**src/rtl/ex_mdu_iter.sv**
```systemverilog
// Shared iterative multiply/divide unit for the EX stage.
// MUL is shift-add retiring MUL_BITS per cycle; DIV is restoring, one bit per cycle.
module ex_mdu_iter #(
  parameter int WIDTH    = 32,
  parameter int MUL_BITS = 2
) (
  input  logic                 clk,
  input  logic                 rst,
  input  logic                 start_i,
  input  logic [1:0]           op_i,
  input  logic [WIDTH-1:0]     opa_i,
  input  logic [WIDTH-1:0]     opb_i,
  input  logic                 annul_i,
  output logic                 busy_o,
  output logic                 done_o,
  output logic [2*WIDTH-1:0]   result_o,
  output logic                 div_zero_o
);

  localparam int CW = $clog2(WIDTH + 1);
  localparam int PW = WIDTH + MUL_BITS;
  localparam logic [CW-1:0] MUL_LAST = CW'(WIDTH / MUL_BITS - 1);
  localparam logic [CW-1:0] DIV_LAST = CW'(WIDTH - 1);

  typedef enum logic [2:0] {
    S_IDLE,
    S_PREP,
    S_CALC,
    S_FIX,
    S_DONE
  } state_t;

  state_t               r_state;
  state_t               w_next;
  logic [1:0]           r_op;
  logic [WIDTH-1:0]     r_a;
  logic [WIDTH-1:0]     r_b;
  logic [WIDTH-1:0]     r_hi;
  logic [WIDTH-1:0]     r_lo;
  logic [CW-1:0]        r_cnt;
  logic                 r_neg_q;
  logic                 r_neg_r;
  logic [2*WIDTH-1:0]   r_result;
  logic                 r_div_zero;

  logic                 w_is_div;
  logic                 w_a_neg;
  logic                 w_b_neg;
  logic [WIDTH-1:0]     w_a_abs;
  logic [WIDTH-1:0]     w_b_abs;
  logic                 w_div_zero;
  logic [PW-1:0]        w_pp;
  logic [PW-1:0]        w_msum;
  logic [2*WIDTH+MUL_BITS-1:0] w_mcat;
  logic [WIDTH:0]       w_trial;
  logic                 w_ge;
  logic [2*WIDTH-1:0]   w_prod;
  logic [2*WIDTH-1:0]   w_fix;

  // In PREP r_a/r_b still hold the raw captured operands.
  assign w_is_div   = r_op[1];
  assign w_a_neg    = r_op[0] & r_a[WIDTH-1];
  assign w_b_neg    = r_op[0] & r_b[WIDTH-1];
  assign w_a_abs    = w_a_neg ? -r_a : r_a;
  assign w_b_abs    = w_b_neg ? -r_b : r_b;
  assign w_div_zero = w_is_div && (r_b == '0);

  assign w_pp   = PW'(r_a) * PW'(r_lo[MUL_BITS-1:0]);
  assign w_msum = PW'(r_hi) + w_pp;
  assign w_mcat = {w_msum, r_lo};

  assign w_trial = {r_hi, r_lo[WIDTH-1]} - {1'b0, r_b};
  assign w_ge    = ~w_trial[WIDTH];

  assign w_prod = {r_hi, r_lo};
  assign w_fix  = w_is_div ? {(r_neg_r ? -r_hi : r_hi), (r_neg_q ? -r_lo : r_lo)}
                           : (r_neg_q ? -w_prod : w_prod);

  always_ff @(posedge clk) begin
    if (rst) r_state <= S_IDLE;
    else     r_state <= w_next;
  end

  always_comb begin
    w_next = r_state;
    case (r_state)
      S_IDLE: if (start_i && !annul_i) w_next = S_PREP;
      S_PREP: begin
        if (annul_i)         w_next = S_IDLE;
        else if (w_div_zero) w_next = S_DONE;
        else                 w_next = S_CALC;
      end
      S_CALC: begin
        if (annul_i)            w_next = S_IDLE;
        else if (r_cnt == '0)   w_next = S_FIX;
      end
      S_FIX:  w_next = annul_i ? S_IDLE : S_DONE;
      S_DONE: w_next = S_IDLE;
      default: w_next = S_IDLE;
    endcase
  end

  always_ff @(posedge clk) begin
    if (rst) begin
      r_op       <= '0;
      r_a        <= '0;
      r_b        <= '0;
      r_hi       <= '0;
      r_lo       <= '0;
      r_cnt      <= '0;
      r_neg_q    <= 1'b0;
      r_neg_r    <= 1'b0;
      r_result   <= '0;
      r_div_zero <= 1'b0;
    end else begin
      case (r_state)
        S_IDLE: begin
          if (start_i && !annul_i) begin
            r_op <= op_i;
            r_a  <= opa_i;
            r_b  <= opb_i;
          end
        end
        S_PREP: begin
          r_a     <= w_a_abs;
          r_b     <= w_b_abs;
          r_hi    <= '0;
          r_lo    <= w_is_div ? w_a_abs : w_b_abs;
          r_cnt   <= w_is_div ? DIV_LAST : MUL_LAST;
          r_neg_q <= w_a_neg ^ w_b_neg;
          r_neg_r <= w_a_neg;
          if (w_div_zero && !annul_i) begin
            r_result   <= {r_a, {WIDTH{1'b1}}};
            r_div_zero <= 1'b1;
          end
        end
        S_CALC: begin
          r_cnt <= r_cnt - CW'(1);
          if (w_is_div) begin
            r_hi <= w_ge ? w_trial[WIDTH-1:0] : {r_hi[WIDTH-2:0], r_lo[WIDTH-1]};
            r_lo <= {r_lo[WIDTH-2:0], w_ge};
          end else begin
            r_hi <= w_mcat[2*WIDTH+MUL_BITS-1:WIDTH+MUL_BITS];
            r_lo <= w_mcat[WIDTH+MUL_BITS-1:MUL_BITS];
          end
        end
        S_FIX: begin
          if (!annul_i) begin
            r_result   <= w_fix;
            r_div_zero <= 1'b0;
          end
        end
        default: ;
      endcase
    end
  end

  assign busy_o     = (r_state != S_IDLE);
  assign done_o     = (r_state == S_DONE);
  assign result_o   = r_result;
  assign div_zero_o = r_div_zero;

endmodule

```
**config.mk**
```make
export PLATFORM = sky130hd
export DESIGN_NAME = ex_mdu_iter
export DESIGN_NICKNAME = d
export VERILOG_FILES = /design/src/rtl/ex_mdu_iter.sv
export SDC_FILE = /design/constraint.sdc
export NUM_CORES = 1
export LEC_CHECK = 0
export ABC_AREA = 1
export ABC_CLOCK_PERIOD_IN_PS = 4400
export BUFFER_PORTS_ARGS = -buffer_cell sky130_fd_sc_hd__buf_2
export CORE_ASPECT_RATIO = 1.75
export CORE_MARGIN = 2
export CORE_UTILIZATION = 55
export CTS_CLUSTER_SIZE = 40
export DETAILED_ROUTE_END_ITERATION = 10
export PLACE_DENSITY_LB_ADDON = 0.15
export SLEW_MARGIN = 20
export SYNTH_ARGS = -nofsm -noshare
export SYNTH_HDL_FRONTEND = slang
export SYNTH_SLANG_ARGS = --single-unit
```
**constraint.sdc**
```tcl
create_clock -name clk -period 4.4 [get_ports clk]
set_clock_uncertainty 0.1 [all_clocks]
set_input_delay 0.88 -clock clk [delete_from_list [all_inputs] [get_ports clk]]
set_output_delay 0.88 -clock clk [all_outputs]
set_load 0.02 [all_outputs]
```
==> flow_summary.ini, run 1 <==
[yosys]
async_flop_share_pct = 0
netlist_instances = 3463
yosys.area.top_type_share_pct = 20.8
yosys-top-cells-area = dfxtp_1 21%, nand2_1 20%, inv_1 9.6%, nand3_1 7.5%, a21oi_1 6.4%
synth-edff-count = 0
postSynthNetCount = 3637
syn-cell-area_mm2 = 0.0198
synth_top_cell_by_area = dfxtp_1
yosysWarningCount = 0
synthFlopType = dfxtp_1
ys_seq_area_share_pct = 20.8
ys_ff_latch = 206
synth_area_per_cell_um2 = 5.72
ys_types = 55

[global_routing]
grt_pass1_wl_um = 157000
grt_max_degree = 85
grt_overflow = 10
grt_pass1_vias = 25314
grt_usage_pct = 55.7

[clock_tree]
cts_inserted_buffers = 23
clock-root-buffer = clkbuf_16
cts_hold_buf = 0
cts.sinks = 206
clockBufferDepth = 3
cts_resized = 0
cts_setup_buffers = 0
cts_htree_levels = 1

[floorplan]
fp.dieW_um = 147
dieHeight_um = 255
start_util_pct = 55.4
io_pins = 137
rows = 92

[status]
lastStage = global routing
status = stopped before the end
firstError = [ERROR GRT-0116] Global routing finished with congestion. Check the congestion regions in the DRC Viewer.

[placed_design]
place_hpwl_um = 76800
gp_congestion = 1.12
portBuffers = 136
[stage by stage]
stage | setup WS (ns) | hold WS, ns | area, um2 | utilization (%) | instances
2_1_floorplan | 1.35 | 0.355 | 19800 | - | 3463
3_3_place_gp | 0.537 | 0.351 | 20900 | 58.5 | 3987
3_5_place_dp | 0.445 | 0.356 | 20900 | 58.5 | 3987
4_1_cts | 0.446 | 0.367 | 21700 | 60.7 | 4029
[logic make-up after synthesis]
logic type / count (synthesis) / synth area share (%)
simple gates: 1830 / 38.8
buf+inv: 673 / 13.1
compound gates: 585 / 16.6
flops: 206 / 20.8
fa+ha+maj: 104 / 7.82
xor+xnor: 65 / 2.87
[cells in the mapped netlist (all sizes together) (5+ instances only)]
master,number
nand2,1099
nand4,38
o22ai,15
dfxtp,206
xor2,59
xnor2,6
o21bai,13
a31oi,33
o211ai,32
nor3,48
nor2,302
clkbuf,96
a221oi,17
inv,528
o21ai,189
buf,46
nand3,302
ha,71
fa,33
o2111ai,6
a21oi,254
or2,10
a21o,5
nand3b,20
o221ai,5
[metal layers]
layer  GRT usage, %  overflow
met4           59.7        10
met3           22.7         0
met1           56.3         0
met2           83.2         0
met5           1.84         0
==> run 2: changes to the inputs <==
--- a/config.mk
+++ b/config.mk
@@ -8,10 +8,8 @@
 export ABC_AREA = 1
 export ABC_CLOCK_PERIOD_IN_PS = 4400
 export BUFFER_PORTS_ARGS = -buffer_cell sky130_fd_sc_hd__buf_2
-export CORE_ASPECT_RATIO = 1.75
 export CORE_MARGIN = 2
-export CORE_UTILIZATION = 55
-export CTS_CLUSTER_SIZE = 40
+export CORE_UTILIZATION = 40
 export DETAILED_ROUTE_END_ITERATION = 10
 export PLACE_DENSITY_LB_ADDON = 0.15
 export SLEW_MARGIN = 20
==> run 2 against run 1 <==
- the flow now finishes without violations
- synthesized cell count did not move
- area after synthesis unchanged
==> flow_summary.ini, run 2 <==
[drt]
vias = 23141
wl_um = 88000
post_drt_wl_per_cell_um = 20.8
drtIter0Drc = 2585
drc = 0
via_per_inst = 5.48
dr.pass1.iters = 6
ant_nets = 0

[placed_design]
gp_congestion = 1.02
place_hpwl_um = 70600
place_ws_ns = 0.745
portBuffers = 136
placed_cell_area_mm2 = 0.0211

[worst_setup_path]
setup.worst_path.end = r_hi[31]
worst-path-buf-inv = 1
worst-path-stages = 12
critPathTopFamily = compound AO/OA/AOI/OAI gates
worstSetupStartpointType = register
slowest_delay_ns = 0.76
reg2reg_from = r_lo[1]
path_class = reg2reg
worstPathMaxFanout = 19
slowest_stage = dfxtp_1
r2r_setup_slack_ns = 0.66
r2r-end = r_hi[31]
endpoint_kind = register
cp.required_ns = 4.81
cp_data_arrival_time_ns = 4.14
reg2reg_depth = 12
crit_path_frequent_cell = nand2_1
worstPathCellList = nand2_1 > fa_1 > fa_1 > o21ai_1 > inv_1 > o21bai_1 > nand2_1 > nand3_1 > nand3_1 > a21oi_1 > nand2_1 > a21oi_1
crit_start = r_lo[1]

[cells_and_area]
design_area_mm2 = 0.0221
nNetsFinal = 3713
areaGrowthSynthToFinish_pct = 11.3
mostFrequentLayoutCells = 1,082 x nand2_1, 505 x inv_1, 298 x nand3_1, 296 x nor2_1, 253 x a21oi_1
final_common_cell = nand2_1
largest_register_ffs = 64
drive_above_1_share_pct = 8.74
n_antenna_cell = 0
fillCellCount = 5523

[yosys]
async_flop_share_pct = 0
ys_seq_area_share_pct = 20.8
ys_types = 55
yosysWarningCount = 0
synth_compound_area_share_pct = 16.6
synthFlopType = dfxtp_1
synth_top_cell_by_area = dfxtp_1
postSynthNetCount = 3637
synth_area_per_cell_um2 = 5.72
ys_ff_latch = 206
synth-edff-count = 0
synth_fa_ha_area_share_pct = 7.82
yosys-top-cells-area = dfxtp_1 21%, nand2_1 20%, inv_1 9.6%, nand3_1 7.5%, a21oi_1 6.4%
yosysMostFrequentCell = nand2_1
netlist_instances = 3463
yosys.area.top_type_share_pct = 20.8
yosys.area_share.simple_pct = 38.8
synth_mux_area_share_pct = 0
synth_xor_area_share_pct = 2.87
synth_common_cells = 1,082 x nand2_1, 507 x inv_1, 298 x nand3_1
syn-cell-area_mm2 = 0.0198
synth_top_family_by_area = simple AND/OR/NAND/NOR gates

[floorplan]
core-area_mm2 = 0.0490
io_pins = 137
fp.dieArea_mm2 = 0.0513
rows = 81
fp.dieW_um = 227
dieHeight_um = 227
start_util_pct = 40.5

[clock_tree]
cts_tree = built
clk_latency_ns = 0.59
cts.sinks = 206
cts_inserted_buffers = 26
cts_hold_buf = 0
clock-root-buffer = clkbuf_16
cts_setup_buffers = 0
cts_resized = 0
cts_htree_levels = 1
clockBufferDepth = 3
clkSlewWorstSetupHoldPaths_ns = 0.06

[hold_path]
hold_class = reg2reg
min_path_cells = 2

[timing]
finalHoldViolCount = 0
min_period_ns = 3.74
worst_pin_slew_ns = 0.841
post-route-period-util_pct = 85.0
setup_ws_ns = 0.662
slew_headroom_pct = 43.8
fmax_mhz = 267
final_max_slew_viol_count = 0
rsz0062_at_grt = no
setup-violations-final = 0
tns_ns = 0

[global_routing]
grt_pass1_vias = 20885
grt_overflow = 0
grt_pass1_wl_um = 131000
antenna_found_initial = 0
grt_usage_pct = 33.8
grt_max_degree = 67

[pwr]
p_per_area_mw_per_mm2 = 305
cellLeakagePower_nw = 11.1
fin_total_pwr_w = 0.00674
peakVddDrop_mv = 0.264

[flow_run]
drv_cap = 0

[status]
status = complete, no violations
[run 2: cell counts after synthesis]
No cell type changed its count.
[run 2: layout make-up]
cell class	instances	area [um2]	share of cell area (%)
multi-input cells	2584	13100	59.4
flip-flops and latches	206	4130	18.7
inverters	531	1990	9.04
repair buffers	190	1090	4.94
well taps	664	831	3.77
clock buffers	29	682	3.09
clock inverters	19	230	1.04
[run 2: cells by family (layout without fill, tap and decap cells)]
group                      count (synthesis)  in the layout
DFF                                      206            206
adders and majority gates                104            104
buffers and inverters                    673            769
and+or+nand+nor                         1830           1830
xor gates and xnor gates                  65             65
AOI/OAI and AO/OA                        585            585
[run 2: worst reg2reg max path: cells and delay by family (launching register included)]
family | cells | cell delay, ns
and+or+nand+nor | 5 | 0.55
DFF | 1 | 0.76
adders and majority gates | 2 | 1.05
buffers and inverters | 1 | 0.09
AOI/OAI and AO/OA | 4 | 1.12
[run 2: routing by layer]
layer	vias to the layer above	global-route usage, %	wire length [um]	share of wire [%]
li1	11253	-	-	-
met4	0	17.1	4980	5.7
met2	1039	54.2	39200	44
met3	217	4.76	6970	7.9
met5	-	0	0	0
met1	10632	44.4	36900	42
[run 2: where the power goes]
part | switching, W | internal [W]
registers | 0.000184 | 0.00196
clock network | 0.000985 | 0.00136
logic | 0.00158 | 0.000664
[run 2: through the flow]
| step | hold slack [ns] | std cells | util [%] |
|---|---|---|---|
| 3_5_place_dp | 0.354 | 4175 | 43.2 |
| 3_3_place_gp | 0.356 | 4175 | 43.2 |
| 4_1_cts | 0.363 | 4223 | 45.1 |
| 2_1_floorplan | 0.355 | 3463 | - |
| 5_1_grt | 0.384 | 4223 | 45.1 |
| 6_report | 0.361 | 4223 | 45.1 |
[run 2: worst min path at each step]
stage	from	endpoint	slack, ns
3_3_place_gp	result_o[57]	result_o[57]	0.36
6_report	result_o[62]	result_o[62]	0.36
3_5_place_dp	result_o[42]	result_o[42]	0.35
4_1_cts	result_o[42]	result_o[42]	0.36
2_1_floorplan	r_b[1]	r_b[1]	0.36
5_1_grt	result_o[53]	result_o[53]	0.38
(Power assumes the default switching activity.)
